[config.mk]
export PLATFORM = sky130hd
export DESIGN_NAME = mips_lsu
export DESIGN_NICKNAME = d
export VERILOG_FILES = /design/src/rtl/mips_lsu.sv
export SDC_FILE = /design/constraint.sdc
export NUM_CORES = 1
export LEC_CHECK = 0
export CORE_UTILIZATION = 40
export DETAILED_ROUTE_END_ITERATION = 8
export GPL_TIMING_DRIVEN = 0
export PLACE_DENSITY = 0.76
export SKIP_LAST_GASP = 1
export SYNTH_ARGS = -nofsm -noshare
export SYNTH_HDL_FRONTEND = slang
export SYNTH_SLANG_ARGS = --single-unit
[constraint.sdc]
create_clock -name clk -period 2.3 [get_ports clk]
set_input_delay 0.69 -clock clk [delete_from_list [all_inputs] [get_ports clk]]
set_output_delay 0.69 -clock clk [all_outputs]
set_load 0.05 [all_outputs]
[src/rtl/mips_lsu.sv]
// Load/store unit in front of the mem_harvard data port: alignment check, lane steering,
// stall handshake and load extension. Optional access timeout under `LSU_TIMEOUT_EN`.
module mips_lsu #(
    parameter int unsigned WAIT_TIMEOUT = 255
) (
    input  logic        clk,
    input  logic        rst,
    input  logic        req_valid,
    output logic        req_ready,
    input  logic [3:0]  req_op,
    input  logic [31:0] req_addr,
    input  logic [31:0] req_wdata,
    output logic        resp_valid,
    output logic [31:0] resp_rdata,
    output logic        resp_err,
    output logic [31:0] dp_address,
    output logic [31:0] writedata,
    output logic [3:0]  byteenable,
    output logic        read_dp,
    output logic        write_dp,
    input  logic [31:0] dp_data,
    input  logic        stall
);

    typedef enum logic [1:0] {StIdle, StAccess, StResp} state_e;

    localparam logic [3:0] OpLb  = 4'd0;
    localparam logic [3:0] OpLbu = 4'd1;
    localparam logic [3:0] OpLh  = 4'd2;
    localparam logic [3:0] OpLhu = 4'd3;
    localparam logic [3:0] OpLw  = 4'd4;
    localparam logic [3:0] OpSb  = 4'd8;
    localparam logic [3:0] OpSh  = 4'd9;
    localparam logic [3:0] OpSw  = 4'd10;

`ifdef LSU_TIMEOUT_EN
    localparam int unsigned CntW = ($clog2(WAIT_TIMEOUT + 1) > 8) ? $clog2(WAIT_TIMEOUT + 1) : 8;
    localparam logic [CntW-1:0] CntLast = CntW'(WAIT_TIMEOUT - 1);
    logic [CntW-1:0] cnt_q, cnt_d;
`endif

    state_e      state_q, state_d;
    logic [3:0]  op_q, op_d;
    logic [1:0]  off_q, off_d;
    logic [31:0] dp_address_q, dp_address_d;
    logic [31:0] writedata_q, writedata_d;
    logic [3:0]  byteenable_q, byteenable_d;
    logic        read_dp_q, read_dp_d;
    logic        write_dp_q, write_dp_d;
    logic        resp_valid_q, resp_valid_d;
    logic [31:0] resp_rdata_q, resp_rdata_d;
    logic        resp_err_q, resp_err_d;

    logic        req_legal;
    logic        req_misaligned;
    logic [3:0]  req_be;
    logic [31:0] req_wd;
    logic [31:0] lane;
    logic [31:0] load_data;

    // Request decode: lane mask, replicated store data and alignment.
    always_comb begin
        req_legal      = 1'b1;
        req_misaligned = 1'b0;
        req_be         = 4'b0000;
        req_wd         = 32'h0;
        case (req_op)
            OpLb, OpLbu: req_be = 4'b0001 << req_addr[1:0];
            OpLh, OpLhu: begin
                req_be         = 4'b0011 << req_addr[1:0];
                req_misaligned = req_addr[0];
            end
            OpLw: begin
                req_be         = 4'b1111;
                req_misaligned = |req_addr[1:0];
            end
            OpSb: begin
                req_be = 4'b0001 << req_addr[1:0];
                req_wd = {4{req_wdata[7:0]}};
            end
            OpSh: begin
                req_be         = 4'b0011 << req_addr[1:0];
                req_wd         = {2{req_wdata[15:0]}};
                req_misaligned = req_addr[0];
            end
            OpSw: begin
                req_be         = 4'b1111;
                req_wd         = req_wdata;
                req_misaligned = |req_addr[1:0];
            end
            default: req_legal = 1'b0;
        endcase
    end

    always_comb begin
        lane = dp_data >> {off_q, 3'b000};
        case (op_q)
            OpLb:    load_data = {{24{lane[7]}}, lane[7:0]};
            OpLbu:   load_data = {24'h0, lane[7:0]};
            OpLh:    load_data = {{16{lane[15]}}, lane[15:0]};
            OpLhu:   load_data = {16'h0, lane[15:0]};
            OpLw:    load_data = dp_data;
            default: load_data = 32'h0;
        endcase
    end

    always_comb begin
        state_d      = state_q;
        op_d         = op_q;
        off_d        = off_q;
        dp_address_d = dp_address_q;
        writedata_d  = writedata_q;
        byteenable_d = byteenable_q;
        read_dp_d    = read_dp_q;
        write_dp_d   = write_dp_q;
        resp_valid_d = 1'b0;
        resp_rdata_d = resp_rdata_q;
        resp_err_d   = resp_err_q;
`ifdef LSU_TIMEOUT_EN
        cnt_d        = cnt_q;
`endif
        case (state_q)
            StIdle: begin
                if (req_valid) begin
                    op_d  = req_op;
                    off_d = req_addr[1:0];
                    if (!req_legal || req_misaligned) begin
                        state_d      = StResp;
                        resp_valid_d = 1'b1;
                        resp_err_d   = 1'b1;
                        resp_rdata_d = 32'h0;
                    end else begin
                        state_d      = StAccess;
                        dp_address_d = {req_addr[31:2], 2'b00};
                        byteenable_d = req_be;
                        writedata_d  = req_wd;
                        read_dp_d    = ~req_op[3];
                        write_dp_d   = req_op[3];
`ifdef LSU_TIMEOUT_EN
                        cnt_d        = '0;
`endif
                    end
                end
            end
            StAccess: begin
                if (!stall) begin
                    state_d      = StResp;
                    read_dp_d    = 1'b0;
                    write_dp_d   = 1'b0;
                    resp_valid_d = 1'b1;
                    resp_err_d   = 1'b0;
                    resp_rdata_d = load_data;
                end
`ifdef LSU_TIMEOUT_EN
                else if (cnt_q == CntLast) begin
                    // Abort: an in-flight store may or may not have landed.
                    state_d      = StResp;
                    read_dp_d    = 1'b0;
                    write_dp_d   = 1'b0;
                    resp_valid_d = 1'b1;
                    resp_err_d   = 1'b1;
                    resp_rdata_d = 32'h0;
                end else begin
                    cnt_d = cnt_q + 1'b1;
                end
`endif
            end
            StResp:  state_d = StIdle;
            default: state_d = StIdle;
        endcase
    end

    always_ff @(posedge clk) begin
        if (!rst) begin
            state_q      <= StIdle;
            op_q         <= 4'h0;
            off_q        <= 2'b00;
            dp_address_q <= 32'h0;
            writedata_q  <= 32'h0;
            byteenable_q <= 4'b0000;
            read_dp_q    <= 1'b0;
            write_dp_q   <= 1'b0;
            resp_valid_q <= 1'b0;
            resp_rdata_q <= 32'h0;
            resp_err_q   <= 1'b0;
`ifdef LSU_TIMEOUT_EN
            cnt_q        <= '0;
`endif
        end else begin
            state_q      <= state_d;
            op_q         <= op_d;
            off_q        <= off_d;
            dp_address_q <= dp_address_d;
            writedata_q  <= writedata_d;
            byteenable_q <= byteenable_d;
            read_dp_q    <= read_dp_d;
            write_dp_q   <= write_dp_d;
            resp_valid_q <= resp_valid_d;
            resp_rdata_q <= resp_rdata_d;
            resp_err_q   <= resp_err_d;
`ifdef LSU_TIMEOUT_EN
            cnt_q        <= cnt_d;
`endif
        end
    end

    assign req_ready  = rst && (state_q == StIdle);
    assign resp_valid = resp_valid_q;
    assign resp_rdata = resp_rdata_q;
    assign resp_err   = resp_err_q;
    assign dp_address = dp_address_q;
    assign writedata  = writedata_q;
    assign byteenable = byteenable_q;
    assign read_dp    = read_dp_q;
    assign write_dp   = write_dp_q;

endmodule

# Word level (Yosys, flattened, before mapping)
# Index checks and enable logic that the tools add are counted.
# classes
magnitude_cmp	0
muxes	27
shifts	3
bitwise_logic	2
eq_ne	16
div	0
reduce_logical	17
add_sub_neg	0
mul	0
# ops
cell	count
$pmux 32 s5	1
$mux 32	3
$pmux 32 s3	1
$pmux 32 s2	1
$shr 32x5->16	1
$eq 4x2->1 const B	4
$eq 4x4->1 const B	3
$pmux 4 s3	1
$mux 1	11
$pmux 1 s2	5
$eq 4x1->1 const B	2
$eq 4x3->1 const B	2
$logic_not 4->1	2
$ne 2x2->1 const B	4
$reduce_and 4->1	2
$reduce_or 8->1	1
$mux 2	3
$reduce_or 3->1	2
$pmux 2 s2	1
$reduce_and 2->1	2
$reduce_or 2->1	2
$shl 1x2->4 const A	1
$shl 2x2->4 const A	1
$reduce_and 3->1	1
other kinds (7)	8
# word_totals
mem_count	0
mem_bits_rw	0
wordCells	76
ff_bits	110
latch_bits	0
input_bits	104
romBits	0

# Longest topological paths before layout
# depth
depth_word	8
ltp_mapped	8

# Worst setup path after synthesis
# Ideal clock, no wire load.
# synth_path
kind	in2reg
startpoint	input port req_op[1]
endpoint	register resp_rdata_q[30], in the netlist resp_rdata[30]
cell_stages	7
required_ns	2.178
n_path_buf	2
arrival_time_ns	2.041
slack_ns	0.137
setup_ns	0.122
cell_sequence	buf_2 nand2_1 a22oi_2 a21oi_2 o21a_1 clkbuf_1 a221o_1
# synth_via
elab_chain_len	7
elab_cells_between_ends	17
classes_between	eq/ne: 8; mux: 2; reduce/logical: 7
# synth_lines
element	line_no	text
start, declared	10	input logic [3:0] req_op,
$eq 4x4->1, or another cell as far along	67	case (req_op)
$reduce_or 8->1 (no line)	-	
$mux 1	67	
$logic_not 1->1	127	if (!req_legal || req_misaligned) begin
$logic_or 1x1->1 *	127	
$ne 2x2->1 (no line) *	-	
$reduce_and 4->1 (no line) *	-	
end signal, assigned	199	resp_rdata_q <= resp_rdata_d;
end, declared	51	logic [31:0] resp_rdata_q, resp_rdata_d;
# Every way passes the cells marked *; elsewhere a longest branch is shown, timed or not.
# A chain may end at the register's enable or synchronous reset.

# Final worst setup path
# layout_path
startpoint	input port dp_data[31]
endpoint	register resp_rdata_q[27], in the netlist resp_rdata[27]
# layout_via
elab_chain_len	4
# layout_lines
element	line_no	text
start, declared	21	input logic [31:0] dp_data,
$shr 32x5->16	96	lane = dp_data >> {off_q, 3'b000};
$pmux 32 s5	97	case (op_q)
$mux 32	146	if (!stall) begin
$pmux 32 s2	122	case (state_q)
# Every way passes these cells. The select of a mux whose other input is x is not followed.

==> results_dict.tcl <==
set metrics [dict create \
    outcome "complete, but fails checks" \
    violations "design-rule violations" \
    worstSetupStartpointType "input port" \
    htree_num_levels 3 \
    hold_viol_final 0 \
    wirelength_um 16400 \
    drcViolationCount 12 \
    grt_pass1_vias 4838 \
    hold_start "writedata[5]" \
    critical_path_required_ns 2.55 \
    area_growth_pct 55.5 \
    cts_tree "built" \
    layout_min_cycle_time_ns 2.26 \
    yosysWarnings 0 \
    critical_path.slowest_cell "clkdlybuf4s50_1" \
    p_leak_nw 2.80 \
    pre_cts_slack_ns -0.708 \
    power_density_mw_per_mm2 633 \
    r2r_slack_ns 0.30 \
    fin_nets 864 \
    crit_type "in2reg" \
    clk_latency_ns 0.36 \
    num-fill-cells 950 \
    maxSlewHeadroom_pct 50.0 \
    fin_ws_ns 0.0440 \
    hold_depth 2 \
    synthTopCellsByArea "dfxtp_1 45%, mux2i_1 11%, nor2_1 6.2%, a21oi_1 4.5%, a211oi_1 4.0%" \
    grt_max_degree 17 \
    die_x_um 112 \
    routedWlPerCell_um 18.1 \
    antenna_found_initial 1 \
    rsz0062_at_grt "yes" \
    whs_endpoint "writedata[5]" \
    drt-initial-drc-count 359 \
    ys.flop_type "dfxtp_1" \
    ys_seq_area_share_pct 45.2 \
    crit_fanout 10 \
    fin_crit_sh_pct 98.1 \
    tightest_slew_ns 0.749 \
    syn_area_per_cell_sq_um 9.11 \
    syn_inst 534 \
    cts_sinks 110 \
    grt_pass1_wl_um 25200 \
    ios 209 \
    path_common_cell "buf_6" \
    power_mw 4.79 \
    setup_violations 0 \
    fin_area_sq_mm 0.00757 \
    num_rows 39 \
    reg2reg_depth 8 \
    hpwl_um 12600 \
    portBuffers 205 \
    coreArea_sq_mm 0.0116 \
    grtUsageTotal_pct 25.8 \
    hold_buffers 0 \
    multi_input_comb_area_sq_mm 0.00249 \
    post-synth-top-area-cell "dfxtp_1" \
    yosysTopAreaCellShare_pct 45.2 \
    crit_family "buffers and inverters" \
    peakVddDrop_mv 0.443 \
    drive_above_1_share_pct 10.2 \
    place_area_sq_mm 0.00710 \
    setup_tns_ns 0 \
    clk_pin_slew_worst_paths_ns 0.07 \
    path_cells "clkdlybuf4s50_1, mux2i_4, o21ai_1, a211o_1, and4b_1, buf_6, buf_6, a221o_1" \
    synth_seq_cells 110 \
    gp_congestion 0.903 \
    worstSetupEndpointType "register" \
    ant_nets 0 \
    seq_area_sq_mm 0.00220 \
    crit_arrival_ns 2.50 \
    ys_top_cells_by_count "110 x dfxtp_1, 81 x nor2_1, 52 x mux2i_1, 44 x a21oi_1, 33 x nand2_1" \
    final_cells 909 \
    fp.dieH_um 112 \
    critPathMaxStageDelay_ns 0.49 \
    synth.distinct_cells 54 \
    synthesis.area_sq_mm 0.00487 \
    vias_per_cell 5.54 \
    cts_made_buffers 9 \
    start_util_pct 41.9 \
    root_buffer "clkbuf_16" \
    rr_endpoint "resp_rdata[27]" \
    overflow 0 \
    dieArea_sq_mm 0.0126 \
    vias 5032 \
    clock_skew_ns 0.00508 \
    timing.fmax_mhz 443 \
    slew_violations 0 \
    synth_edf_count 0 \
    dpl.cell_count 883 \
    synth_most_common_cell "dfxtp_1" \
    clock_path_buffers 2 \
    min_path_type "reg2reg" \
    dr.pass1.iters 7 \
    max-cap-violations 0 \
    critPathBufInv 3 \
    reg2reg_from "off_q[1]" \
    async_flop_share_pct 0 \
]
==> sequential cells by signal, indices dropped and copies added, names as in the netlist <==
| signal | count |
|---|---|
| write_dp | 1 |
| dp_address | 30 |
| resp_valid | 1 |
| resp_rdata | 32 |
| read_dp | 1 |
| state_q | 2 |
| op_q | 4 |
| byteenable | 4 |
| off_q | 2 |
| writedata | 32 |
| resp_err | 1 |
==> per-layer routing <==
layer | wire [um] | track usage [%]
met5 | 0 | 0
met4 | 499 | 11.9
met3 | 1710 | 7.99
met2 | 7800 | 43.7
met1 | 6430 | 29.8
==> layout make-up <==
| cell class | instances | area share (%) |
|---|---|---|
| multi-input combinational | 377 | 32.9 |
| clock inverter | 4 | 0.298 |
| timing repair buffer | 216 | 28.4 |
| buffer | 44 | 3.60 |
| tap | 143 | 2.36 |
| antenna | 1 | 0.0331 |
| inverter | 2 | 0.0992 |
| sequential | 110 | 29.1 |
| clock buffer | 12 | 3.26 |
==> worst max-delay path by stage <==
stage / start / endpoint / slack [ns] / cells after the start
after floorplan: req_op[1] / resp_rdata[30] / 0.14 / 7
after global placement: rst / req_ready / -0.70 / 4
after detailed placement: req_op[2] / resp_rdata[31] / -0.71 / 8
after CTS: rst / req_ready / -0.06 / 4
after global routing: stall / resp_rdata[24] / -0.03 / 7
final: dp_data[31] / resp_rdata[27] / 0.04 / 8
==> stage by stage <==
stage	util [%]	hold WS (ns)
after floorplan	-	0.497
after global placement	61.2	0.455
after detailed placement	61.2	0.462
after CTS	64.4	0.473
after global routing	65.2	0.501
final	65.2	0.472
==> repair_timing <==
action | CTS | global route
gates resized for setup | 33 | 22
gates cloned | 0 | 1
pin swaps | 3 | 2
setup endpoints to repair | 91 | 84
setup buffers | 6 | 4
==> where the power goes <==
part / switching (mW) / leakage, nW / internal (mW) / total, mW
sequential: 0.0594 / 0.895 / 2.00 / 2.06
clock: 0.702 / 0.132 / 0.760 / 1.46
combinational: 0.739 / 1.78 / 0.527 / 1.27
total: 1.50 / 2.80 / 3.29 / 4.79
==> cells by family (layout without fill, tap and decap cells) <==
| family | Yosys count | in the layout | share of synthesized area [%] |
|---|---|---|---|
| buffers and inverters | 48 | 278 | 4.88 |
| other | 1 | 3 | 0.0770 |
| multiplexers | 58 | 58 | 12.1 |
| AND/OR/NAND/NOR | 160 | 160 | 15.8 |
| flip-flops | 110 | 110 | 45.2 |
| AO/OA/AOI/OAI | 157 | 157 | 21.9 |
==> layout by cell type, fill, tap and decap left out, drive strengths merged, types with 2 or more instances in the layout <==
cell type      instances
nand2b                10
or3b                   2
or3                    2
dlymetal6s2s           5
nand3b                 5
buf                   34
a211oi                26
a21oi                 45
nor3b                  3
nand3                 13
nor4b                  3
conb                   2
clkbuf                34
clkdlybuf4s50        197
a221o                 16
inv                    2
o21ai                 31
dfxtp                110
mux2                   5
dlygate4sd2            2
a21o                   2
o2111ai                3
a22oi                 13
nor3                   2
a32o                   4
o21a                   2
a22o                   8
nor2                  82
mux2i                 53
clkinv                 3
nand2                 33
==> worst reg2reg max path, delay by kind of cell, from the launching register on <==
family                 cells  cell delay [ns]
AO/OA/AOI/OAI              3             0.63
buffers and inverters      3             0.43
flip-flops                 1             0.32
multiplexers               1             0.29
AND/OR/NAND/NOR            1             0.21
Note: power is estimated with default switching activity, not from simulation.
